<file path="src/rtl/bp_nonsynth_commit_trace_arbiter.sv">
// Merges per-core commit records into a single trace stream through per-core FIFOs,
// a round-robin arbiter and a one-entry output stage. Define BP_COMMIT_TRACE_ARB_FIXED_PRIO_EN
// to replace round-robin with fixed lowest-index-first priority.
module bp_nonsynth_commit_trace_arbiter #(
    parameter int num_core_p    = 2,
    parameter int vaddr_width_p = 39,
    parameter int instr_width_p = 32,
    parameter int dword_width_p = 64,
    parameter int els_p         = 8,
    localparam int core_w_lp    = (num_core_p > 1) ? $clog2(num_core_p) : 1
) (
    input  logic                                   clk_i,
    input  logic                                   reset_n_i,
    input  logic [num_core_p-1:0]                  commit_v_i,
    input  logic [2*num_core_p-1:0]                commit_priv_i,
    input  logic [vaddr_width_p*num_core_p-1:0]    commit_pc_i,
    input  logic [instr_width_p*num_core_p-1:0]    commit_instr_i,
    input  logic [num_core_p-1:0]                  commit_rd_w_v_i,
    input  logic [5*num_core_p-1:0]                commit_rd_addr_i,
    input  logic [dword_width_p*num_core_p-1:0]    commit_rd_data_i,
    output logic [num_core_p-1:0]                  commit_ready_o,
    output logic                                   trace_v_o,
    output logic [core_w_lp-1:0]                   trace_core_o,
    output logic [1:0]                             trace_priv_o,
    output logic [vaddr_width_p-1:0]               trace_pc_o,
    output logic [instr_width_p-1:0]               trace_instr_o,
    output logic                                   trace_rd_w_v_o,
    output logic [4:0]                             trace_rd_addr_o,
    output logic [dword_width_p-1:0]               trace_rd_data_o,
    output logic [31:0]                            trace_seq_o,
    input  logic                                   trace_yumi_i,
    output logic [16*num_core_p-1:0]               drop_cnt_o
);

    localparam int aw_lp  = $clog2(els_p);
    localparam int pad_lp = 1 << core_w_lp;
    localparam logic [aw_lp:0] full_lp = (aw_lp+1)'(els_p);

    typedef struct packed {
        logic [1:0]               priv;
        logic [vaddr_width_p-1:0] pc;
        logic [instr_width_p-1:0] instr;
        logic                     rd_w_v;
        logic [4:0]               rd_addr;
        logic [dword_width_p-1:0] rd_data;
    } rec_s;

    // Handshakes: a commit is taken when commit_v_i & commit_ready_o at a rising edge;
    // the output record is consumed when trace_v_o & trace_yumi_i at a rising edge, and
    // trace_* hold steady while trace_v_o=1 and trace_yumi_i=0.
    logic [num_core_p-1:0] enq;
    logic [num_core_p-1:0] deq;
    logic [num_core_p-1:0] nonempty;
    logic [pad_lp-1:0]     nonempty_pad;
    rec_s                  head_rec [pad_lp];

    logic                  load_en;
    logic                  grant_v;
    logic [core_w_lp-1:0]  grant_idx;
    logic [core_w_lp-1:0]  scan_base;
    logic [core_w_lp-1:0]  cand;

    logic                  trace_v_q;
    logic [core_w_lp-1:0]  trace_core_q;
    rec_s                  trace_rec_q;
    logic [31:0]           seq_q;

    assign load_en      = ~trace_v_q | trace_yumi_i;
    assign nonempty_pad = pad_lp'(nonempty);

    for (genvar c = 0; c < num_core_p; c++) begin : g_core
        rec_s             mem [els_p];
        rec_s             in_rec;
        logic [aw_lp-1:0] wr_ptr_q;
        logic [aw_lp-1:0] rd_ptr_q;
        logic [aw_lp:0]   cnt_q;
        logic [15:0]      drop_q;

        assign in_rec.priv    = commit_priv_i[2*c +: 2];
        assign in_rec.pc      = commit_pc_i[vaddr_width_p*c +: vaddr_width_p];
        assign in_rec.instr   = commit_instr_i[instr_width_p*c +: instr_width_p];
        assign in_rec.rd_w_v  = commit_rd_w_v_i[c];
        assign in_rec.rd_addr = commit_rd_addr_i[5*c +: 5];
        assign in_rec.rd_data = commit_rd_data_i[dword_width_p*c +: dword_width_p];

        // Ready comes only from the registered count, so a full FIFO refuses a commit even
        // in a cycle where it is also being dequeued.
        assign commit_ready_o[c] = (cnt_q != full_lp);
        assign nonempty[c]       = (cnt_q != '0);
        assign enq[c]            = commit_v_i[c] & commit_ready_o[c];
        assign deq[c]            = load_en & grant_v & (grant_idx == core_w_lp'(c));
        assign head_rec[c]       = mem[rd_ptr_q];
        assign drop_cnt_o[16*c +: 16] = drop_q;

        always_ff @(posedge clk_i) begin
            if (enq[c]) begin
                mem[wr_ptr_q] <= in_rec;
            end
        end

        always_ff @(posedge clk_i) begin
            if (!reset_n_i) begin
                wr_ptr_q <= '0;
                rd_ptr_q <= '0;
                cnt_q    <= '0;
                drop_q   <= '0;
            end else begin
                if (enq[c]) wr_ptr_q <= wr_ptr_q + 1'b1;
                if (deq[c]) rd_ptr_q <= rd_ptr_q + 1'b1;
                if (enq[c] & ~deq[c]) begin
                    cnt_q <= cnt_q + 1'b1;
                end else if (~enq[c] & deq[c]) begin
                    cnt_q <= cnt_q - 1'b1;
                end
                if (commit_v_i[c] & ~commit_ready_o[c] & (drop_q != 16'hFFFF)) begin
                    drop_q <= drop_q + 16'd1;
                end
            end
        end
    end

    for (genvar c = num_core_p; c < pad_lp; c++) begin : g_pad
        assign head_rec[c] = '0;
    end

`ifdef BP_COMMIT_TRACE_ARB_FIXED_PRIO_EN
    assign scan_base = '0;
`else
    logic [core_w_lp-1:0] rr_ptr_q;

    assign scan_base = rr_ptr_q;

    always_ff @(posedge clk_i) begin
        if (!reset_n_i) begin
            rr_ptr_q <= '0;
        end else if (load_en & grant_v) begin
            rr_ptr_q <= (grant_idx == core_w_lp'(num_core_p-1)) ? '0 : grant_idx + 1'b1;
        end
    end
`endif

    // Scan from the farthest offset down so the candidate nearest scan_base wins.
    always_comb begin
        grant_v   = 1'b0;
        grant_idx = '0;
        cand      = '0;
        for (int i = num_core_p-1; i >= 0; i--) begin
            if (int'(scan_base) + i >= num_core_p) begin
                cand = core_w_lp'(int'(scan_base) + i - num_core_p);
            end else begin
                cand = core_w_lp'(int'(scan_base) + i);
            end
            if (nonempty_pad[cand]) begin
                grant_v   = 1'b1;
                grant_idx = cand;
            end
        end
    end

    always_ff @(posedge clk_i) begin
        if (!reset_n_i) begin
            trace_v_q    <= 1'b0;
            trace_core_q <= '0;
            trace_rec_q  <= '0;
            seq_q        <= '0;
        end else begin
            if (trace_v_q & trace_yumi_i) begin
                seq_q <= seq_q + 32'd1;
            end
            if (load_en) begin
                trace_v_q <= grant_v;
                if (grant_v) begin
                    trace_rec_q  <= head_rec[grant_idx];
                    trace_core_q <= grant_idx;
                end
            end
        end
    end

    assign trace_v_o       = trace_v_q;
    assign trace_core_o    = trace_core_q;
    assign trace_priv_o    = trace_rec_q.priv;
    assign trace_pc_o      = trace_rec_q.pc;
    assign trace_instr_o   = trace_rec_q.instr;
    assign trace_rd_w_v_o  = trace_rec_q.rd_w_v;
    assign trace_rd_addr_o = trace_rec_q.rd_addr;
    assign trace_rd_data_o = trace_rec_q.rd_data;
    assign trace_seq_o     = seq_q;

endmodule
</file>
<file path="config.mk">
export PLATFORM = sky130hd
export DESIGN_NAME = bp_nonsynth_commit_trace_arbiter
export DESIGN_NICKNAME = d
export VERILOG_FILES = /design/src/rtl/bp_nonsynth_commit_trace_arbiter.sv
export SDC_FILE = /design/constraint.sdc
export NUM_CORES = 2
export LEC_CHECK = 0
export BUFFER_PORTS_ARGS = -buffer_cell sky130_fd_sc_hd__buf_2
export CAP_MARGIN = 0
export CELL_PAD_IN_SITES_DETAIL_PLACEMENT = 0
export CELL_PAD_IN_SITES_GLOBAL_PLACEMENT = 1
export CORE_ASPECT_RATIO = 0.9
export CORE_MARGIN = 2
export CORE_UTILIZATION = 40
export CTS_CLUSTER_SIZE = 12
export DETAILED_ROUTE_END_ITERATION = 12
export PLACE_DENSITY = 0.64
export SKIP_CTS_REPAIR_TIMING = 1
export SLEW_MARGIN = 0
export SYNTH_ARGS = -nofsm -noshare
export SYNTH_HDL_FRONTEND = slang
export SYNTH_SLANG_ARGS = --single-unit
</file>
<file path="constraint.sdc">
create_clock -name clk_i -period 16.6 [get_ports clk_i]
set_input_delay 2.49 -clock clk_i [delete_from_list [all_inputs] [get_ports clk_i]]
set_output_delay 2.49 -clock clk_i [all_outputs]
set_load 0.01 [all_outputs]
</file>
==> out/metrics.yaml <==
clk_latency_ns: 0.92
critPathArrivalTime_ns: 5.62
syn_area_um2: 94900
max_slew_margin: 0.249
place_hpwl_mm: 134
maxCapViolations: 0
nNetsFinal: 5261
drv_slew: 0
synth_edf_count: 2288
clkSinkCount: 2524
rows: 169
boundaryPins: 502
cpMaxStageDelayCell: "buf_4"
rsz0062_at_grt: "no"
clock-root-buffer: "clkbuf_16"
crit_top_cell: "buf_4"
cp-end-kind: "register"
drt-total-wl_mm: 236
final_hold_viol_count: 0
drt-wirelength-per-cell_um: 28.2
finClkSkew_ns: 0.0523
setup_violations: 0
area_delta_synth_final_pct: 15.8
syn_avg_cell_area_um2: 22.0
die_h_um: 466
core_um2: 236000
first_global_vias: 46423
dr.pass1.iters: 5
fmax_ghz: 0.195
fin_cells: 8345
p_leak_nw: 34.7
final_core_util: 0.466
ys_seq_area_frac: 0.774
syn_inst: 4320
grt_util_met1: 0.271
clockBufferDepth: 4
first_iter_violations: 4724
ys_ff_latch: 2524
layout-drive-gt1-share: 0.324
crit_buf_inv: 3
async_reset_ff_frac: 0
path_cells: "buf_2, nand3_1, nor2_4, buf_4, buf_4"
hold_class: "reg2reg"
grt_util_met2: 0.307
p_total_w: 0.0163
dpl.cell_count: 7835
finalSetupTns_ns: 0
cp_max_fo: 49
drc: 0
gp_congestion: 0.728
p_per_area_nw_per_um2: 148
grt_max_degree: 108
start_kind: "input pin"
path_class: "in2reg"
vias: 46056
fill_cells: 19551
min_period_over_period: 0.309
fin_area_um2: 110000
htreeDepth: 5
grtUsageTotal: 0.194
cpPeakStageDelay_ns: 0.91
synthFlopType: "edfxtp_1"
grt_pass1_wl_mm: 337
outcome: "complete, no violations"
start_util: 0.402
ys_types: 48
top_usage_layer: "met2"
grtUsageMet3: 0.0422
die_w_um: 517
required_ns: 17.09
grt.overflow.total: 0
yosysWarnings: 0
dieArea_um2: 241000
cts_tree: "done"
min_period_ns: 5.13
placed_area_um2: 101000
antenna_found_initial: 133
tightest_slew_ns: 1.13
syn_nets: 4626
avgViaCountPerCell: 5.52
ir_worst_vdd_uv: 155
portBuffers: 501
clk_pin_slew_ns: 0.06
cts_buffers: 281
critical_path.top_delay_family: "buffers and inverters"
detail-route-antenna-nets: 0
==> worst reg2reg max path: stages, from the launching register on <==
cell and delay (ns):
dfxtp_4 0.76, buf_12 0.59, buf_4 1.00, buf_4 0.83, mux4_2 0.60, mux2_2 0.31, a221o_1 0.32
==> final timing paths <==
check / to / startpoint / slack, ns / depth (start not counted)
setup / recovery: g_core[0].mem[3][80]$_DFFE_PP_ / commit_v_i[0] / 11.47 / 5
hold reg to reg: trace_core_o$_SDFFE_PN0P_ / trace_core_o$_SDFFE_PN0P_ / 0.48 / 2
setup reg to reg: trace_rd_addr_o[3]$_SDFFE_PN0P_ / register / 12.07 / 6
hold / removal: trace_core_o$_SDFFE_PN0P_ / trace_core_o$_SDFFE_PN0P_ / 0.48 / 2
==> cells in the final DEF (no fill, tap or decap), drive strengths merged, types with 20 or more instances in the layout <==
| master | count |
|---|---|
| a21oi | 45 |
| a221o | 143 |
| buf | 582 |
| clkbuf | 424 |
| clkinv | 32 |
| dfxtp | 236 |
| diode | 36 |
| edfxtp | 2288 |
| inv | 27 |
| mux2 | 143 |
| mux2i | 163 |
| mux4 | 572 |
| nand2 | 46 |
| nand3 | 26 |
| nand4 | 20 |
| nor2 | 191 |
| o31ai | 26 |
| or4 | 30 |
==> sequential cells by signal, summed over array words and instances (netlist names), named ones only <==
register and flops:
g_core.wr_ptr_q 6, trace_instr_o 32, trace_pc_o 39, trace_rd_w_v_o 1
g_core.rd_ptr_q 6, trace_rd_addr_o 5, trace_core_o 1, trace_seq_o 32
g_core.drop_q 32, trace_priv_o 2, rr_ptr_q 1, g_core.mem 2288
trace_rd_data_o 64, trace_v_o 1, g_core.cnt_q 8
==> through the flow <==
step	hold WS (ns)	worst slack, ns
final	0.476	11.47
after global routing	0.502	11.32
after CTS	0.478	11.47
after detailed placement	0.466	10.50
after global placement	0.466	10.56
after floorplan	0.459	3.28
==> power by group <==
| part | leakage [nW] | internal (W) | switching, W |
|---|---|---|---|
| sequential | 22.7 | 0.00739 | 0.000269 |
| clock | 4.05 | 0.00336 | 0.00237 |
| combinational | 8.00 | 0.00131 | 0.00155 |
==> synth_stat cells, types with 20 or more instances <==
library cell,n,share of area
mux2i_1,163,0.017
mux4_2,572,0.14
buf_1,57,0.0023
nor2_1,191,0.0076
mux2_2,143,0.017
dfxtp_1,236,0.050
o31ai_1,26,0.0021
or4_1,30,0.0024
edfxtp_1,2288,0.72
nand4_1,20,0.0013
buf_2,22,0.0012
a21oi_1,45,0.0024
nand2_1,46,0.0018
a221o_1,143,0.015
nand3_1,26,0.0014
clkbuf_1,151,0.0060
==> cell families after synthesis <==
kind of cell               count (synthesis)  share of synthesized area
xor gates and xnor gates                  23                    0.00212
muxes                                    878                      0.170
adders and majority gates                 15                    0.00214
DFF                                     2524                      0.774
AOI/OAI and AO/OA                        246                     0.0220
and+or+nand+nor                          386                     0.0194
buffers and inverters                    248                     0.0101
==> final cells by class <==
type,count,area (um^2),area share
repair buffers,582,3290,0.0300
diodes,36,90.1,0.000820
inverters,18,67.6,0.000615
clock inverters,50,418,0.00381
multi-input cells,1548,20600,0.188
clock buffers,424,7940,0.0723
well taps,3163,3960,0.0360
flip-flops and latches,2524,73500,0.669
==> metal layers <==
layer | share of wire | vias to the layer above
li1 | - | 19505
met1 | 0.43 | 24479
met2 | 0.48 | 1521
met3 | 0.068 | 497
met4 | 0.025 | 54
met5 | 0.0013 | -
No activity file was read; power rests on OpenSTA's default activity.
